File: src/rtl/id_ex_operand_stage_if.sv
// ID/EX operand-stage bus: decoded ID fields, MEM/WB forwarding
// sources, and the prepared EX operands and control.
interface id_ex_operand_stage_if #(
    parameter int DW = 32,
    parameter int RW = 5
);
    logic          Stall_ID_EX;
    logic          Flush_ID_EX;
    logic [DW-1:0] Read_Data_1_ID;
    logic [DW-1:0] Read_Data_2_ID;
    logic [DW-1:0] Sign_Extend_ID;
    logic [RW-1:0] Rs_ID;
    logic [RW-1:0] Rt_ID;
    logic [RW-1:0] Rd_ID;
    logic [5:0]    Funct_ID;
    logic [1:0]    ALUOp_ID;
    logic          ALUSrc_ID;
    logic          RegDst_ID;
    logic          RegWrite_ID;
    logic          MemRead_ID;
    logic          MemWrite_ID;
    logic          MemtoReg_ID;
    logic          Branch_ID;
    logic          RegWrite_MEM;
    logic [RW-1:0] Write_Register_MEM;
    logic [DW-1:0] ALU_Result_MEM;
    logic          RegWrite_WB;
    logic [RW-1:0] Write_Register_WB;
    logic [DW-1:0] Write_Data_WB;
    logic [DW-1:0] Read_Data_1_EX;
    logic [DW-1:0] ALU_Data_2_EX;
    logic [3:0]    ALU_Control_EX;
    logic [DW-1:0] Write_Data_EX;
    logic [RW-1:0] Write_Register_EX;
    logic          RegWrite_EX;
    logic          MemRead_EX;
    logic          MemWrite_EX;
    logic          MemtoReg_EX;
    logic          Branch_EX;
    logic          Load_Use_Stall;

    modport master (
        output Stall_ID_EX, Flush_ID_EX,
        output Read_Data_1_ID, Read_Data_2_ID, Sign_Extend_ID,
        output Rs_ID, Rt_ID, Rd_ID, Funct_ID, ALUOp_ID,
        output ALUSrc_ID, RegDst_ID, RegWrite_ID, MemRead_ID,
        output MemWrite_ID, MemtoReg_ID, Branch_ID,
        output RegWrite_MEM, Write_Register_MEM, ALU_Result_MEM,
        output RegWrite_WB, Write_Register_WB, Write_Data_WB,
        input  Read_Data_1_EX, ALU_Data_2_EX, ALU_Control_EX,
        input  Write_Data_EX, Write_Register_EX,
        input  RegWrite_EX, MemRead_EX, MemWrite_EX,
        input  MemtoReg_EX, Branch_EX, Load_Use_Stall
    );

    modport slave (
        input  Stall_ID_EX, Flush_ID_EX,
        input  Read_Data_1_ID, Read_Data_2_ID, Sign_Extend_ID,
        input  Rs_ID, Rt_ID, Rd_ID, Funct_ID, ALUOp_ID,
        input  ALUSrc_ID, RegDst_ID, RegWrite_ID, MemRead_ID,
        input  MemWrite_ID, MemtoReg_ID, Branch_ID,
        input  RegWrite_MEM, Write_Register_MEM, ALU_Result_MEM,
        input  RegWrite_WB, Write_Register_WB, Write_Data_WB,
        output Read_Data_1_EX, ALU_Data_2_EX, ALU_Control_EX,
        output Write_Data_EX, Write_Register_EX,
        output RegWrite_EX, MemRead_EX, MemWrite_EX,
        output MemtoReg_EX, Branch_EX, Load_Use_Stall
    );
endinterface

File: src/rtl/id_ex_operand_stage.sv
// ID/EX pipeline register with EX-side forwarding, ALU control
// decode, immediate select and load-use bubble insertion.
module id_ex_operand_stage #(
    parameter int DW = 32,
    parameter int RW = 5
) (
    input logic                  Clk,
    input logic                  Reset,
    id_ex_operand_stage_if.slave bus
);
    typedef struct packed {
        logic [DW-1:0] rd1;
        logic [DW-1:0] rd2;
        logic [DW-1:0] imm;
        logic [RW-1:0] rs;
        logic [RW-1:0] rt;
        logic [RW-1:0] rd;
        logic [5:0]    funct;
        logic [1:0]    aluop;
        logic          alusrc;
        logic          regdst;
        logic          regwrite;
        logic          memread;
        logic          memwrite;
        logic          memtoreg;
        logic          branch;
    } id_ex_t;

    id_ex_t        stage_q, stage_d, id_in;
    logic          load_use;
    logic [DW-1:0] fwd_a, fwd_b;
    logic [3:0]    alu_ctrl;

    assign id_in = '{
        rd1:      bus.Read_Data_1_ID,
        rd2:      bus.Read_Data_2_ID,
        imm:      bus.Sign_Extend_ID,
        rs:       bus.Rs_ID,
        rt:       bus.Rt_ID,
        rd:       bus.Rd_ID,
        funct:    bus.Funct_ID,
        aluop:    bus.ALUOp_ID,
        alusrc:   bus.ALUSrc_ID,
        regdst:   bus.RegDst_ID,
        regwrite: bus.RegWrite_ID,
        memread:  bus.MemRead_ID,
        memwrite: bus.MemWrite_ID,
        memtoreg: bus.MemtoReg_ID,
        branch:   bus.Branch_ID
    };

    assign load_use = stage_q.memread && (stage_q.rt != '0) &&
                      ((stage_q.rt == bus.Rs_ID) || (stage_q.rt == bus.Rt_ID));

    // A bubble is the all-zero bundle: ALUOp 00 decodes to add.
    always_comb begin
        stage_d = stage_q;
        if (bus.Flush_ID_EX)      stage_d = '0;
        else if (bus.Stall_ID_EX) stage_d = stage_q;
        else if (load_use)        stage_d = '0;
        else                      stage_d = id_in;
    end

    always_ff @(posedge Clk or posedge Reset) begin
        if (Reset) stage_q <= '0;
        else       stage_q <= stage_d;
    end

    // MEM is younger than WB, so it wins; r0 is never forwarded.
    always_comb begin
        fwd_a = stage_q.rd1;
        if (bus.RegWrite_MEM && (bus.Write_Register_MEM != '0) &&
            (bus.Write_Register_MEM == stage_q.rs))
            fwd_a = bus.ALU_Result_MEM;
        else if (bus.RegWrite_WB && (bus.Write_Register_WB != '0) &&
                 (bus.Write_Register_WB == stage_q.rs))
            fwd_a = bus.Write_Data_WB;
    end

    always_comb begin
        fwd_b = stage_q.rd2;
        if (bus.RegWrite_MEM && (bus.Write_Register_MEM != '0) &&
            (bus.Write_Register_MEM == stage_q.rt))
            fwd_b = bus.ALU_Result_MEM;
        else if (bus.RegWrite_WB && (bus.Write_Register_WB != '0) &&
                 (bus.Write_Register_WB == stage_q.rt))
            fwd_b = bus.Write_Data_WB;
    end

    always_comb begin
        alu_ctrl = 4'b1111;
        case (stage_q.aluop)
            2'b00: alu_ctrl = 4'b0010;
            2'b01: alu_ctrl = 4'b0110;
            2'b10: begin
                case (stage_q.funct)
                    6'b100000: alu_ctrl = 4'b0010;
                    6'b100010: alu_ctrl = 4'b0110;
                    6'b100100: alu_ctrl = 4'b0000;
                    6'b100101: alu_ctrl = 4'b0001;
                    6'b101010: alu_ctrl = 4'b0111;
                    default:   alu_ctrl = 4'b1111;
                endcase
            end
            default: alu_ctrl = 4'b1111;
        endcase
    end

    assign bus.Read_Data_1_EX    = fwd_a;
    assign bus.ALU_Data_2_EX     = stage_q.alusrc ? stage_q.imm : fwd_b;
    assign bus.Write_Data_EX     = fwd_b;
    assign bus.ALU_Control_EX    = alu_ctrl;
    assign bus.Write_Register_EX = stage_q.regdst ? stage_q.rd : stage_q.rt;
    assign bus.RegWrite_EX       = stage_q.regwrite;
    assign bus.MemRead_EX        = stage_q.memread;
    assign bus.MemWrite_EX       = stage_q.memwrite;
    assign bus.MemtoReg_EX       = stage_q.memtoreg;
    assign bus.Branch_EX         = stage_q.branch;
    assign bus.Load_Use_Stall    = load_use;
endmodule

File: src/flat_wrapper.sv
// flat-port wrapper written by rule: the top's interface ports become plain ports
module id_ex_operand_stage_flat 
#(
    parameter int DW = 32,
    parameter int RW = 5
)
  (Clk, Reset, bus_Stall_ID_EX, bus_Flush_ID_EX, bus_Read_Data_1_ID, bus_Read_Data_2_ID, bus_Sign_Extend_ID, bus_Rs_ID, bus_Rt_ID, bus_Rd_ID, bus_Funct_ID, bus_ALUOp_ID, bus_ALUSrc_ID, bus_RegDst_ID, bus_RegWrite_ID, bus_MemRead_ID, bus_MemWrite_ID, bus_MemtoReg_ID, bus_Branch_ID, bus_RegWrite_MEM, bus_Write_Register_MEM, bus_ALU_Result_MEM, bus_RegWrite_WB, bus_Write_Register_WB, bus_Write_Data_WB, bus_Read_Data_1_EX, bus_ALU_Data_2_EX, bus_ALU_Control_EX, bus_Write_Data_EX, bus_Write_Register_EX, bus_RegWrite_EX, bus_MemRead_EX, bus_MemWrite_EX, bus_MemtoReg_EX, bus_Branch_EX, bus_Load_Use_Stall);
  id_ex_operand_stage_if #(.DW(DW), .RW(RW)) bus_i ();
  input logic Clk;
  input logic Reset;
  input wire logic [$bits(bus_i.Stall_ID_EX)-1:0] bus_Stall_ID_EX;
  input wire logic [$bits(bus_i.Flush_ID_EX)-1:0] bus_Flush_ID_EX;
  input wire logic [$bits(bus_i.Read_Data_1_ID)-1:0] bus_Read_Data_1_ID;
  input wire logic [$bits(bus_i.Read_Data_2_ID)-1:0] bus_Read_Data_2_ID;
  input wire logic [$bits(bus_i.Sign_Extend_ID)-1:0] bus_Sign_Extend_ID;
  input wire logic [$bits(bus_i.Rs_ID)-1:0] bus_Rs_ID;
  input wire logic [$bits(bus_i.Rt_ID)-1:0] bus_Rt_ID;
  input wire logic [$bits(bus_i.Rd_ID)-1:0] bus_Rd_ID;
  input wire logic [$bits(bus_i.Funct_ID)-1:0] bus_Funct_ID;
  input wire logic [$bits(bus_i.ALUOp_ID)-1:0] bus_ALUOp_ID;
  input wire logic [$bits(bus_i.ALUSrc_ID)-1:0] bus_ALUSrc_ID;
  input wire logic [$bits(bus_i.RegDst_ID)-1:0] bus_RegDst_ID;
  input wire logic [$bits(bus_i.RegWrite_ID)-1:0] bus_RegWrite_ID;
  input wire logic [$bits(bus_i.MemRead_ID)-1:0] bus_MemRead_ID;
  input wire logic [$bits(bus_i.MemWrite_ID)-1:0] bus_MemWrite_ID;
  input wire logic [$bits(bus_i.MemtoReg_ID)-1:0] bus_MemtoReg_ID;
  input wire logic [$bits(bus_i.Branch_ID)-1:0] bus_Branch_ID;
  input wire logic [$bits(bus_i.RegWrite_MEM)-1:0] bus_RegWrite_MEM;
  input wire logic [$bits(bus_i.Write_Register_MEM)-1:0] bus_Write_Register_MEM;
  input wire logic [$bits(bus_i.ALU_Result_MEM)-1:0] bus_ALU_Result_MEM;
  input wire logic [$bits(bus_i.RegWrite_WB)-1:0] bus_RegWrite_WB;
  input wire logic [$bits(bus_i.Write_Register_WB)-1:0] bus_Write_Register_WB;
  input wire logic [$bits(bus_i.Write_Data_WB)-1:0] bus_Write_Data_WB;
  output wire logic [$bits(bus_i.Read_Data_1_EX)-1:0] bus_Read_Data_1_EX;
  output wire logic [$bits(bus_i.ALU_Data_2_EX)-1:0] bus_ALU_Data_2_EX;
  output wire logic [$bits(bus_i.ALU_Control_EX)-1:0] bus_ALU_Control_EX;
  output wire logic [$bits(bus_i.Write_Data_EX)-1:0] bus_Write_Data_EX;
  output wire logic [$bits(bus_i.Write_Register_EX)-1:0] bus_Write_Register_EX;
  output wire logic [$bits(bus_i.RegWrite_EX)-1:0] bus_RegWrite_EX;
  output wire logic [$bits(bus_i.MemRead_EX)-1:0] bus_MemRead_EX;
  output wire logic [$bits(bus_i.MemWrite_EX)-1:0] bus_MemWrite_EX;
  output wire logic [$bits(bus_i.MemtoReg_EX)-1:0] bus_MemtoReg_EX;
  output wire logic [$bits(bus_i.Branch_EX)-1:0] bus_Branch_EX;
  output wire logic [$bits(bus_i.Load_Use_Stall)-1:0] bus_Load_Use_Stall;
  assign bus_i.Stall_ID_EX = bus_Stall_ID_EX;
  assign bus_i.Flush_ID_EX = bus_Flush_ID_EX;
  assign bus_i.Read_Data_1_ID = bus_Read_Data_1_ID;
  assign bus_i.Read_Data_2_ID = bus_Read_Data_2_ID;
  assign bus_i.Sign_Extend_ID = bus_Sign_Extend_ID;
  assign bus_i.Rs_ID = bus_Rs_ID;
  assign bus_i.Rt_ID = bus_Rt_ID;
  assign bus_i.Rd_ID = bus_Rd_ID;
  assign bus_i.Funct_ID = bus_Funct_ID;
  assign bus_i.ALUOp_ID = bus_ALUOp_ID;
  assign bus_i.ALUSrc_ID = bus_ALUSrc_ID;
  assign bus_i.RegDst_ID = bus_RegDst_ID;
  assign bus_i.RegWrite_ID = bus_RegWrite_ID;
  assign bus_i.MemRead_ID = bus_MemRead_ID;
  assign bus_i.MemWrite_ID = bus_MemWrite_ID;
  assign bus_i.MemtoReg_ID = bus_MemtoReg_ID;
  assign bus_i.Branch_ID = bus_Branch_ID;
  assign bus_i.RegWrite_MEM = bus_RegWrite_MEM;
  assign bus_i.Write_Register_MEM = bus_Write_Register_MEM;
  assign bus_i.ALU_Result_MEM = bus_ALU_Result_MEM;
  assign bus_i.RegWrite_WB = bus_RegWrite_WB;
  assign bus_i.Write_Register_WB = bus_Write_Register_WB;
  assign bus_i.Write_Data_WB = bus_Write_Data_WB;
  assign bus_Read_Data_1_EX = bus_i.Read_Data_1_EX;
  assign bus_ALU_Data_2_EX = bus_i.ALU_Data_2_EX;
  assign bus_ALU_Control_EX = bus_i.ALU_Control_EX;
  assign bus_Write_Data_EX = bus_i.Write_Data_EX;
  assign bus_Write_Register_EX = bus_i.Write_Register_EX;
  assign bus_RegWrite_EX = bus_i.RegWrite_EX;
  assign bus_MemRead_EX = bus_i.MemRead_EX;
  assign bus_MemWrite_EX = bus_i.MemWrite_EX;
  assign bus_MemtoReg_EX = bus_i.MemtoReg_EX;
  assign bus_Branch_EX = bus_i.Branch_EX;
  assign bus_Load_Use_Stall = bus_i.Load_Use_Stall;
  id_ex_operand_stage #(.DW(DW), .RW(RW)) u_core (.Clk(Clk), .Reset(Reset), .bus(bus_i));
endmodule
File: config.mk
export PLATFORM = sky130hd
export DESIGN_NAME = id_ex_operand_stage_flat
export DESIGN_NICKNAME = d
export VERILOG_FILES = /design/src/rtl/id_ex_operand_stage_if.sv /design/src/rtl/id_ex_operand_stage.sv /design/src/flat_wrapper.sv
export SDC_FILE = /design/constraint.sdc
export NUM_CORES = 1
export LEC_CHECK = 0
export CAP_MARGIN = 20
export CORE_ASPECT_RATIO = 1.4
export CORE_MARGIN = 8
export CORE_UTILIZATION = 43
export CTS_CLUSTER_DIAMETER = 60
export CTS_CLUSTER_SIZE = 28
export DETAILED_ROUTE_END_ITERATION = 8
export PLACE_DENSITY = 0.82
export SYNTH_ARGS = -nofsm -noshare
export SYNTH_HDL_FRONTEND = slang
export SYNTH_SLANG_ARGS = --single-unit
File: constraint.sdc
create_clock -name Clk -period 5.7 [get_ports Clk]
set_input_delay 1.14 -clock Clk [delete_from_list [all_inputs] [get_ports Clk]]
set_output_delay 1.14 -clock Clk [all_outputs]
set_load 0.03 [all_outputs]
== Word level (Yosys, flattened, before mapping) ==
Cells that the tools add are included.
Widths: inputs -> output; s select.

* Flip-flop bits (word level): 126
* Latch bits: 0
* Bits in writable memories: 0
* Bits in read-only memories: 0
* Input bits: 206
* Output and inout bits: 111
* Word-level logic and storage cells: 53
* Memories kept: 0

* Add/sub/neg operators: 0
* $mul: 0
* Divide/modulo/power cells: 0
* Magnitude comparators: 0
* Equality and inequality tests: 14
* Shifts and indexed selects: 0
* Muxes and demuxes: 11
* Bitwise logic cells: 0
* Reductions and logical operators: 13

{| class="wikitable"
|+ Operator list
! kind !! count
|-
| $mux 126 || 3
|-
| $mux 32 || 5
|-
| $eq 5x5->1 || 6
|-
| $eq 6x6->1 const B || 5
|-
| $pmux 4 s5 || 1
|-
| $reduce_bool 5->1 || 3
|-
| $pmux 4 s3 || 1
|-
| $logic_and 1x1->1 || 8
|-
| $mux 5 || 1
|-
| $eq 2x1->1 const B || 1
|-
| $eq 2x2->1 const B || 1
|-
| $logic_not 2->1 || 1
|-
| $ne 2x1->1 const B || 1
|-
| $logic_or 1x1->1 || 1
|}

== Depth between registers and ports, before layout ==
* Depth after elaboration: 6
* Mapped depth: 8
* Depth with buffers taken out: 5

== Worst setup path after synthesis ==
Ideal clock, no wire load.

* Path kind: input -> output
* Start point: in bus_Write_Register_WB[0]
* End point: out bus_ALU_Data_2_EX[11]
* Arrival: 3220 ps
* Data required time: 4560 ps
* Path slack: 1340 ps
* Stages: 7
* Path buffers: 2
* Path through: or4_1 > o21a_1 > and4_1 > buf_6 > buf_8 > mux2i_1 > a221oi_1

* Longest elaborated chain between the ends: 6
* Elaborated cells between the ends (all ways): 7
* Those cells by class: eq/ne (1); mux (3); reduce/logical (3)

{| class="wikitable"
|+ RTL lines
! item !! RTL line !! RTL
|-
| start, declared || flat_wrapper.sv:32 || <nowiki>input wire logic [$bits(bus_i.Write_Register_WB)-1:0] bus_Write_Register_WB;</nowiki>
|-
| $reduce_bool 5->1 || id_ex_operand_stage.sv:85 || <nowiki>else if (bus.RegWrite_WB && (bus.Write_Register_WB != '0) &&</nowiki>
|-
| $logic_and 1x1->1 || id_ex_operand_stage.sv:85 ||
|-
| $logic_and 1x1->1 * || id_ex_operand_stage.sv:85 ||
|-
| $mux 32 * || id_ex_operand_stage.sv:85 ||
|-
| $mux 32 * || id_ex_operand_stage.sv:82 || <nowiki>if (bus.RegWrite_MEM && (bus.Write_Register_MEM != '0) &&</nowiki>
|-
| $mux 32 * || id_ex_operand_stage.sv:110 || <nowiki>assign bus.ALU_Data_2_EX = stage_q.alusrc ? stage_q.imm : fwd_b;</nowiki>
|-
| end, declared || flat_wrapper.sv:35 || <nowiki>output wire logic [$bits(bus_i.ALU_Data_2_EX)-1:0] bus_ALU_Data_2_EX;</nowiki>
|}

Every way passes the cells marked *; elsewhere a longest branch is shown, timed or not.

== Final worst setup path ==
* Start point: in bus_Write_Register_WB[0]
* End point: out bus_ALU_Data_2_EX[5]

The elaborated chain is that of the path after synthesis.

==> out/qor.csv <==
stage;metric;value;unit
outcome;outcome;completed;
synth;yosys_register_bits;126;
timing;rsz0062_at_grt;false;
cells_and_area;final_area;10900;um^2
cells_and_area;areaGrowthSynthToFinish;54.7;%
timing;fin_ws;0.485;ns
timing;fin_hold_ws;0.498;ns
die;die_height;167;um
route;antenna_left;0;
synth;synth_top_area_frac;0.448;
cells_and_area;nNetsFinal;1169;
synth;synth-simple-area-share;0.0787;
cts;holdBufCountCts;0;
pwr;power_switching;0.810;mW
critical_path;crit_path_max_incr_delay;0.76;ns
pwr;cellLeakagePower;4.36;nW
synth;synth_top_area_cell;dfrtp_1;
pwr;p_sw_frac;0.291;
flow_run;drv_cap;0;
timing;worstMarginPinSlew;0.838;ns
critical_path;end_kind;output pin;
synth;synth-edff-count;0;
pwr;cellPowerDensity;256;nW/um^2
cells_and_area;drive_gt1_frac;0.0707;
cts;clockBufferDepth;2;
critical_path;critPathKind;in -> out;
cts;cts-htree-levels;4;
cts;cts_tree;done;
synth;async_reset_ff_frac;1.00;
placed_design;placed_cells;1143;
die;fp-row-count;55;
pwr;clkPwrFrac;0.391;
route;vias;6716;
critical_path;critPathMaxFanout;32;
synth;synth_fa_ha_area_frac;0;
global_routing;grt-ovfl-total;0;
cells_and_area;final_util;0.677;
pwr;p_int;1.98;mW
synth;muxShareOfSynthArea;0.108;
synth;synth_top_family_by_area;compound AO/OA/AOI/OAI gates;
cells_and_area;fillers;1281;
cells_and_area;layout_commonest_cell;clkdlybuf4s50_1;
pwr;ir_worst_vdd;0.000202;V
timing;max_slew_margin;0.442;
die;io_pins;317;
placed_design;pre_cts_slack;0.518;ns
cts;post-cts-setup-buffer-count;0;
cts;clock_sinks;126;
cells_and_area;finalNonFillerCells;1177;
critical_path;path_cells;clkdlybuf4s50_1 > or4_1 > o21a_1 > and4_2 > buf_12 > mux2i_1 > a221oi_1 > clkdlybuf4s50_1;
pwr;p_comb_frac;0.252;
critical_path;crit_slowest_cell;clkdlybuf4s50_1;
critical_path;startpoint_type;input pin;
synth;syn_area;7040;um^2
timing;setup_viol;0;
synth;ys.flop_type;dfrtp_1;
timing;max_freq;0.192;GHz
route;drt_wl_total;26.7;mm
critical_path;cpMostUsedCell;clkdlybuf4s50_1;
synth;synth_seq_area_share;0.448;
synth;ys_types;34;
timing;fin_tns_setup;0;ns
die;chipWidth;124;um
timing;finalHoldViolCount;0;
synth;synth_nets;888;
critical_path;critical_path_arrival;4.07;ns
placed_design;post-dp-hpwl;19.9;mm
cts;numCtsBuffers;17;
route;viasPerCell;5.71;
placed_design;port_buffers;316;
cts;clkSlewWorstSetupHoldPaths;0.05;ns
synth;syn_inst;682;
timing;skew;0.0111;ns
hold_path;hp-class;reg -> reg;
route;drc;0;
cts;cts_resized;0;
pwr;p_total;2.79;mW
synth;synthTopCellsByArea;dfrtp_1 45%, a22o_1 16%, mux2i_1 8.4%;
cts;clk_latency;0.41;ns
timing;timing.final.crit_share;0.915;
route;wl_per_cell;22.7;um
synth;synth-warning-count;0;
global_routing;grt_first_pass_wirelength;41.2;mm
pwr;seqPwrFrac;0.357;
timing;drv_slew;0;
synth;postSynthAreaPerCell;10.3;um^2
placed_design;placed_cell_area;10300;um^2
synth;synth-xor-area-share;0.0373;
route;drt_iter0_drc;503;
timing;fin_crit;5.21;ns
global_routing;grt_pass1_vias;7083;
global_routing;grtUsageTotal;0.259;
placed_design;gp_congestion;0.973;
die;die_area;20800;um^2
route;firstDrtPassIters;5;
global_routing;antenna_found_initial;2;
cells_and_area;final_cell_mix;316 x clkdlybuf4s50_1, 126 x a22o_1, 125 x dfrtp_1;
global_routing;grt_max_degree;98;
cts;ctsRootBufferMaster;clkbuf_16;
critical_path;worst_ep_required_time;4.56;ns
die;coreArea;16100;um^2
synth;synth_compound_area_frac;0.260;
die;initial_core_util;0.437;
## power groups by stage
stage	logic [mW]	clock network [mW]	registers (mW)
after floorplan	0.359	0	0.988
after global placement	0.698	0	1.01
after detailed placement	0.705	0	1.01
after CTS	0.707	1.11	0.993
after global routing	0.744	1.16	1.00
final	0.702	1.09	0.994
## flip-flops by register name, summed over array words and instances, names as in the netlist
register / flops
u_core.bus.MemtoReg_EX: 1
u_core.bus.Branch_EX: 1
u_core.bus.RegWrite_EX: 1
u_core.bus.MemWrite_EX: 1
u_core.stage_q: 121
u_core.bus.MemRead_EX: 1
## critical path, delay by kind of cell
family | cells | cell delay (ns)
buffers and inverters | 3 | 1.43
AND/OR/NAND/NOR | 2 | 0.72
AO/OA/AOI/OAI | 2 | 0.56
multiplexers | 1 | 0.18
## area by class of cell
cell class,instances,area (um^2),area share
Tap cell,199,249,0.0228
Clock buffer,21,470,0.0432
Clock inverter,11,133,0.0122
Timing Repair Buffer,330,3320,0.305
Multi-Input combinational cell,454,3440,0.315
Inverter,34,130,0.0119
Sequential cell,126,3150,0.289
Antenna cell,2,5.00,0.000459
## final timing paths
| check | startpoint | endpoint | slack, ns | cells after the start |
|---|---|---|---|---|
| min in group asynchronous | Reset | u_core.stage_q[55] | 1.24 | 2 |
| worst min-delay path | u_core.stage_q[59] | u_core.stage_q[59] | 0.50 | 1 |
| worst min register to register | u_core.stage_q[59] | u_core.stage_q[59] | 0.50 | 1 |
| worst max-delay path | bus_Write_Register_WB[0] | bus_ALU_Data_2_EX[5] | 0.49 | 8 |
| max in group asynchronous | Reset | u_core.stage_q[39] | 3.46 | 3 |
| worst max register to register | u_core.stage_q[20] | u_core.stage_q[42] | 3.40 | 6 |
## synth_stat cells (5+ instances only)
library cell and n:
a21oi_1 33, a221oi_1 27, mux2i_1 59, xor2_1 14, clkbuf_1 36, nor3_1 38, nor2_1 35, buf_2 19
a221oi_2 5, mux2_2 5, mux2i_4 5, xnor2_1 16, dfrtp_1 126, buf_6 6, buf_4 6, inv_1 34
nand2_1 37, o21ai_0 32, a22o_1 126
## logic make-up after synthesis
family | after synthesis
AND/OR/NAND/NOR | 124
XOR/XNOR | 30
buffers and inverters | 102
flip-flops | 126
multiplexers | 69
AO/OA/AOI/OAI | 231
## per-layer routing
layer  GRT usage  share of wire
met1       0.289           0.37
met2       0.436           0.51
met3      0.0677          0.073
met4       0.141          0.043
met5           0              0
No activity file was read; power rests on OpenSTA's default activity.
